### src/rtl/hd_pair_encoder.sv
// Hamming(7,4) pair encoder: groups nibbles into code-word pairs and queues them on valid/ready.
// Optional bit-error injection on the in_err_pos port when HD_ERR_INJECT_EN is defined.
//
// state       | meaning
// WAIT_FIRST  | waiting for first nibble of a pair
// WAIT_SECOND | first word held in hold_cw1, waiting for second nibble
module hd_pair_encoder #(
   parameter int FIFO_DEPTH = 2
) (
   input  logic       clk,
   input  logic       rst,
   input  logic       in_valid,
   output logic       in_ready,
   input  logic [3:0] in_data,
   output logic       out_valid,
   input  logic       out_ready,
   output logic [6:0] code_word1,
   output logic [6:0] code_word2,
   output logic [7:0] pair_cnt
`ifdef HD_ERR_INJECT_EN
   ,
   input  logic [2:0] in_err_pos
`endif
);

   localparam int PTR_W = (FIFO_DEPTH > 1) ? $clog2(FIFO_DEPTH) : 1;
   localparam int CNT_W = $clog2(FIFO_DEPTH + 1);

   typedef enum logic {WAIT_FIRST, WAIT_SECOND} state_t;

   state_t            state, state_nxt;
   logic [6:0]        hold_cw1;
   logic [13:0]       fifo_mem [FIFO_DEPTH];
   logic [PTR_W-1:0]  wr_ptr, rd_ptr;
   logic [CNT_W-1:0]  fifo_count;
   logic              fifo_full;
   logic              push, pop, latch_first;
   logic [6:0]        enc_word;

   function automatic logic [6:0] hamming_enc(input logic [3:0] d);
      return {d[3] ^ d[2] ^ d[1], d[3] ^ d[2] ^ d[0], d[3] ^ d[1] ^ d[0], d};
   endfunction

`ifdef HD_ERR_INJECT_EN
   // err_pos 7 is the "no injection" code
   always_comb begin
      enc_word = hamming_enc(in_data);
      if (in_err_pos != 3'd7)
         enc_word = enc_word ^ (7'b1 << in_err_pos);
   end
`else
   always_comb enc_word = hamming_enc(in_data);
`endif

   assign fifo_full = (fifo_count == CNT_W'(FIFO_DEPTH));
   assign out_valid = (fifo_count != '0);
   assign pop       = out_valid && out_ready;

   always_comb begin
      state_nxt   = state;
      in_ready    = 1'b1;
      push        = 1'b0;
      latch_first = 1'b0;
      case (state)
         WAIT_FIRST: begin
            if (in_valid) begin
               latch_first = 1'b1;
               state_nxt   = WAIT_SECOND;
            end
         end
         WAIT_SECOND: begin
            in_ready = !fifo_full;
            if (in_valid && !fifo_full) begin
               push      = 1'b1;
               state_nxt = WAIT_FIRST;
            end
         end
         default: state_nxt = WAIT_FIRST;
      endcase
   end

   always_ff @(posedge clk or posedge rst) begin
      if (rst) begin
         state    <= WAIT_FIRST;
         hold_cw1 <= '0;
      end else begin
         state <= state_nxt;
         if (latch_first)
            hold_cw1 <= enc_word;
      end
   end

   always_ff @(posedge clk or posedge rst) begin
      if (rst) begin
         for (int i = 0; i < FIFO_DEPTH; i++)
            fifo_mem[i] <= '0;
         wr_ptr     <= '0;
         rd_ptr     <= '0;
         fifo_count <= '0;
         pair_cnt   <= '0;
      end else begin
         if (push) begin
            fifo_mem[wr_ptr] <= {hold_cw1, enc_word};
            wr_ptr <= (wr_ptr == PTR_W'(FIFO_DEPTH - 1)) ? '0 : wr_ptr + 1'b1;
         end
         if (pop) begin
            rd_ptr   <= (rd_ptr == PTR_W'(FIFO_DEPTH - 1)) ? '0 : rd_ptr + 1'b1;
            pair_cnt <= pair_cnt + 8'd1;
         end
         case ({push, pop})
            2'b10:   fifo_count <= fifo_count + 1'b1;
            2'b01:   fifo_count <= fifo_count - 1'b1;
            default: fifo_count <= fifo_count;
         endcase
      end
   end

   // Head is masked to zero when empty so stale entries never leak out
   assign code_word1 = out_valid ? fifo_mem[rd_ptr][13:7] : 7'd0;
   assign code_word2 = out_valid ? fifo_mem[rd_ptr][6:0]  : 7'd0;

endmodule

### config.mk
export PLATFORM = sky130hd
export DESIGN_NAME = hd_pair_encoder
export DESIGN_NICKNAME = d
export VERILOG_FILES = /design/src/rtl/hd_pair_encoder.sv
export SDC_FILE = /design/constraint.sdc
export NUM_CORES = 1
export LEC_CHECK = 0
export CORE_MARGIN = 2
export CORE_UTILIZATION = 25
export CTS_CLUSTER_SIZE = 10
export DETAILED_ROUTE_END_ITERATION = 10
export SLEW_MARGIN = 10
export SYNTH_ARGS = -nofsm -noshare
export SYNTH_HDL_FRONTEND = slang
export SYNTH_SLANG_ARGS = --single-unit
### constraint.sdc
create_clock -name clk -period 1.52 [get_ports clk]
set_clock_uncertainty 0.15 [all_clocks]
set_input_delay 0.228 -clock clk [delete_from_list [all_inputs] [get_ports clk]]
set_output_delay 0.228 -clock clk [all_outputs]
set_load 0.05 [all_outputs]
==> flow_summary_export.csv <==
group,metric,value,unit
grt,use_met1,12.7,%
floorplan,die-area,0.00967,sq mm
logic_synthesis,ys_types,27,
cts,clock-root-buffer,"clkbuf_8",
outcome,violations,"setup timing",
grt,track_usage,9.91,%
route,wl_per_cell,14.2,microns
outcome,status,"finished with violations",
place,dp_hpwl,3170,microns
timing,slew_headroom,76.3,%
layout,multi_input_area,0.00126,sq mm
critical_path,endpoint_kind,"output pin",
grt,grtUsageMet2,16.1,%
logic_synthesis,synth_area,0.00222,sq mm
timing,fmax,0.573,GHz
route,drtIter0Drc,21,
critical_path,cp.arrival,1.37,ns
run,drv_cap,0,
layout,seq_area,0.00121,sq mm
logic_synthesis,synth_seq_area_share,54.0,%
layout,nNetsFinal,232,
timing,rsz0062_at_grt,"yes",
layout,drive_gt1_share,63.2,%
cts,ctsHoldBuffers,0,
cts,clk_pin_slew,0.09,ns
layout,antenna_cells,0,
logic_synthesis,synthFlopType,"dfrtp_1",
layout,utilization,40.5,%
logic_synthesis,synth_nets,173,
grt,antenna_found_initial,0,
critical_path,path_max_fanout,8,
timing,worst_slack,-0.225,ns
logic_synthesis,netlist_instances,163,
grt,grt_pass1_vias,1531,
timing,setup_viol,48,
layout,syn2layout_area_growth,58.0,%
timing,worst_slew_pin_slew,0.355,ns
timing,hold_violations,0,
critical_path,startpoint_type,"register",
route,viasPerCell,4.28,
floorplan,ios,32,
place,gp_congestion,0.751,
logic_synthesis,syn_avg_cell_area,13.6,sq um
critical_path,cp_top_family,"flip-flops",
floorplan,row_count,34,
min_path,hp-class,"input port to async pin",
critical_path,cp_cell_sequence,"nor2_4 > buf_12 > nor2_1 > buf_4",
cts,cts_max_path_buffers,2,
grt,top_usage_layer,"met2",
timing,slew_viol_final,0,
cts,ctsHtreeMaxLevel,2,
logic_synthesis,ys_ff_latch,48,
layout,nFillCells,839,
grt,gr-total-overflow,0,
cts,cts.sinks,48,
logic_synthesis,synth-edff-count,0,
route,drt-total-wl,4700,microns
critical_path,worst-setup-path-type,"register to output pin",
grt,groute.layer.met3.usage,2.65,%
floorplan,die-height,98.3,microns
place,numPortBuffers,31,
grt,grt_max_degree,23,
logic_synthesis,async_flop_share,100,%
logic_synthesis,yosysWarnings,0,
layout,fin_area,0.00352,sq mm
cts,clkLatencyLatePin,0.29,ns
place,placed_cell_area,0.00302,sq mm
timing,layout_min_cycle_time,1.74,ns
route,ant_nets,0,
critical_path,cp_num_buf_inv,2,
cts,cts_tree,"yes",
route,first_pass_iters,3,
floorplan,core-area,0.00868,sq mm
grt,grt_pass1_wl,7650,microns
critical_path,cp.required,1.14,ns
timing,finalCritPeriodShare,115,%
critical_path,cp_slowest_cell,"dfrtp_2",
critical_path,critPathMaxStageDelay,0.43,ns
floorplan,die_w,98.3,microns
floorplan,initial_core_util,25.6,%
cts,cts_buffers,5,
route,vias,1418,
route,remaining_drc_errors,0,
==> cell usage after synthesis (all sizes together) (2+ instances only) <==
library cell,instances,share of area (%)
buf,6,2.0
dfrtp,48,54
ha,2,1.1
inv,3,0.51
mux2,36,20
mux2i,14,6.3
nand2,6,1.0
nand2b,2,0.68
nand4,2,1.2
nor2,17,2.9
nor3,2,0.96
xnor2,14,5.5
xor2,3,1.2
==> worst reg2reg max path: stages, from the launching register on <==
cell     delay, ns
dfrtp_2       0.43
buf_4         0.17
nor2b_4       0.15
nor3_4        0.14
buf_12        0.18
mux2_2        0.35
==> registers in the layout, summed over array words and instances, names as in the netlist <==
name	count
fifo_mem	28
rd_ptr	1
pair_cnt	8
state	1
fifo_count	2
hold_cw1	7
wr_ptr	1
==> layout by cell type, fill, tap and decap left out, types with 2 or more instances in the layout <==
master,Yosys,layout
dfrtp_2,0,4
xor2_1,3,3
buf_4,1,14
xnor2_1,14,10
buf_6,2,20
mux2i_2,0,3
mux2i_4,0,7
nor2_1,17,2
xnor2_2,0,4
nor3_4,1,2
mux2_4,10,19
mux2i_1,14,4
nand2_1,6,5
nor2_2,0,5
nor2_4,0,10
clkbuf_8,0,6
mux2_2,26,17
clkdlybuf4s50_1,0,7
dfrtp_1,48,44
clkinvlp_4,0,2
buf_12,0,16
==> path summary, 6_finish.rpt <==
check                         startpoint            end  slack [ns]  cells after the start
max in group asynchronous            rst   fifo_mem[10]        0.70                      3
hold / removal                       rst    fifo_mem[2]        0.11                      2
setup / recovery           fifo_count[1]  code_word1[5]       -0.22                      4
hold reg to reg             fifo_mem[10]   fifo_mem[10]        0.37                      1
setup reg to reg           fifo_count[1]   fifo_mem[26]       -0.15                      5
min in group clk            fifo_mem[10]   fifo_mem[10]        0.37                      1
==> layout make-up <==
type	count	area share, %
clock inverter	2	1.10
multi-input combinational	105	35.9
sequential	48	34.3
tap	108	3.84
clock buffer	6	2.35
timing repair buffer	59	22.0
inverter	3	0.534
==> cell families (layout without fill, tap and decap cells) <==
| kind of cell | count (synthesis) | after routing | synth area share, % |
|---|---|---|---|
| buffers and inverters | 10 | 70 | 2.70 |
| AO/OA/AOI/OAI | 4 | 4 | 1.41 |
| AND/OR/NAND/NOR | 32 | 32 | 7.87 |
| flip-flops | 48 | 48 | 54.0 |
| adder cells (fa/ha/maj) | 2 | 2 | 1.12 |
| multiplexers | 50 | 50 | 26.2 |
| XOR/XNOR | 17 | 17 | 6.69 |
==> repair_timing <==
item | in CTS | in global routing
setup endpoints to repair | 31 | 53
pin swaps | 8 | 6
cloned | 1 | 1
setup buffers | 3 | 3
resized for setup | 30 | 34
==> per-layer routing <==
metal | up-vias | part of all wire (%)
met5 | - | 0
met4 | 0 | 1.9
met1 | 710 | 44
met3 | 6 | 3.1
li1 | 682 | -
met2 | 20 | 51
==> per-stage QoR <==
step	hold WS [ns]	TNS, ns	setup WS, ns	instances
2_1_floorplan	0.108	-1.47	-0.119	163
3_5_place_dp	0.344	-7.77	-0.290	316
5_1_grt	0.148	-8.11	-0.301	331
4_1_cts	0.122	-5.82	-0.251	328
3_3_place_gp	0.336	-7.43	-0.288	316
6_report	0.110	-5.40	-0.225	331
Power is left out: the tool's default activity adds up to more than one toggle a clock period on the data nets, which glitch-free logic cannot reach.
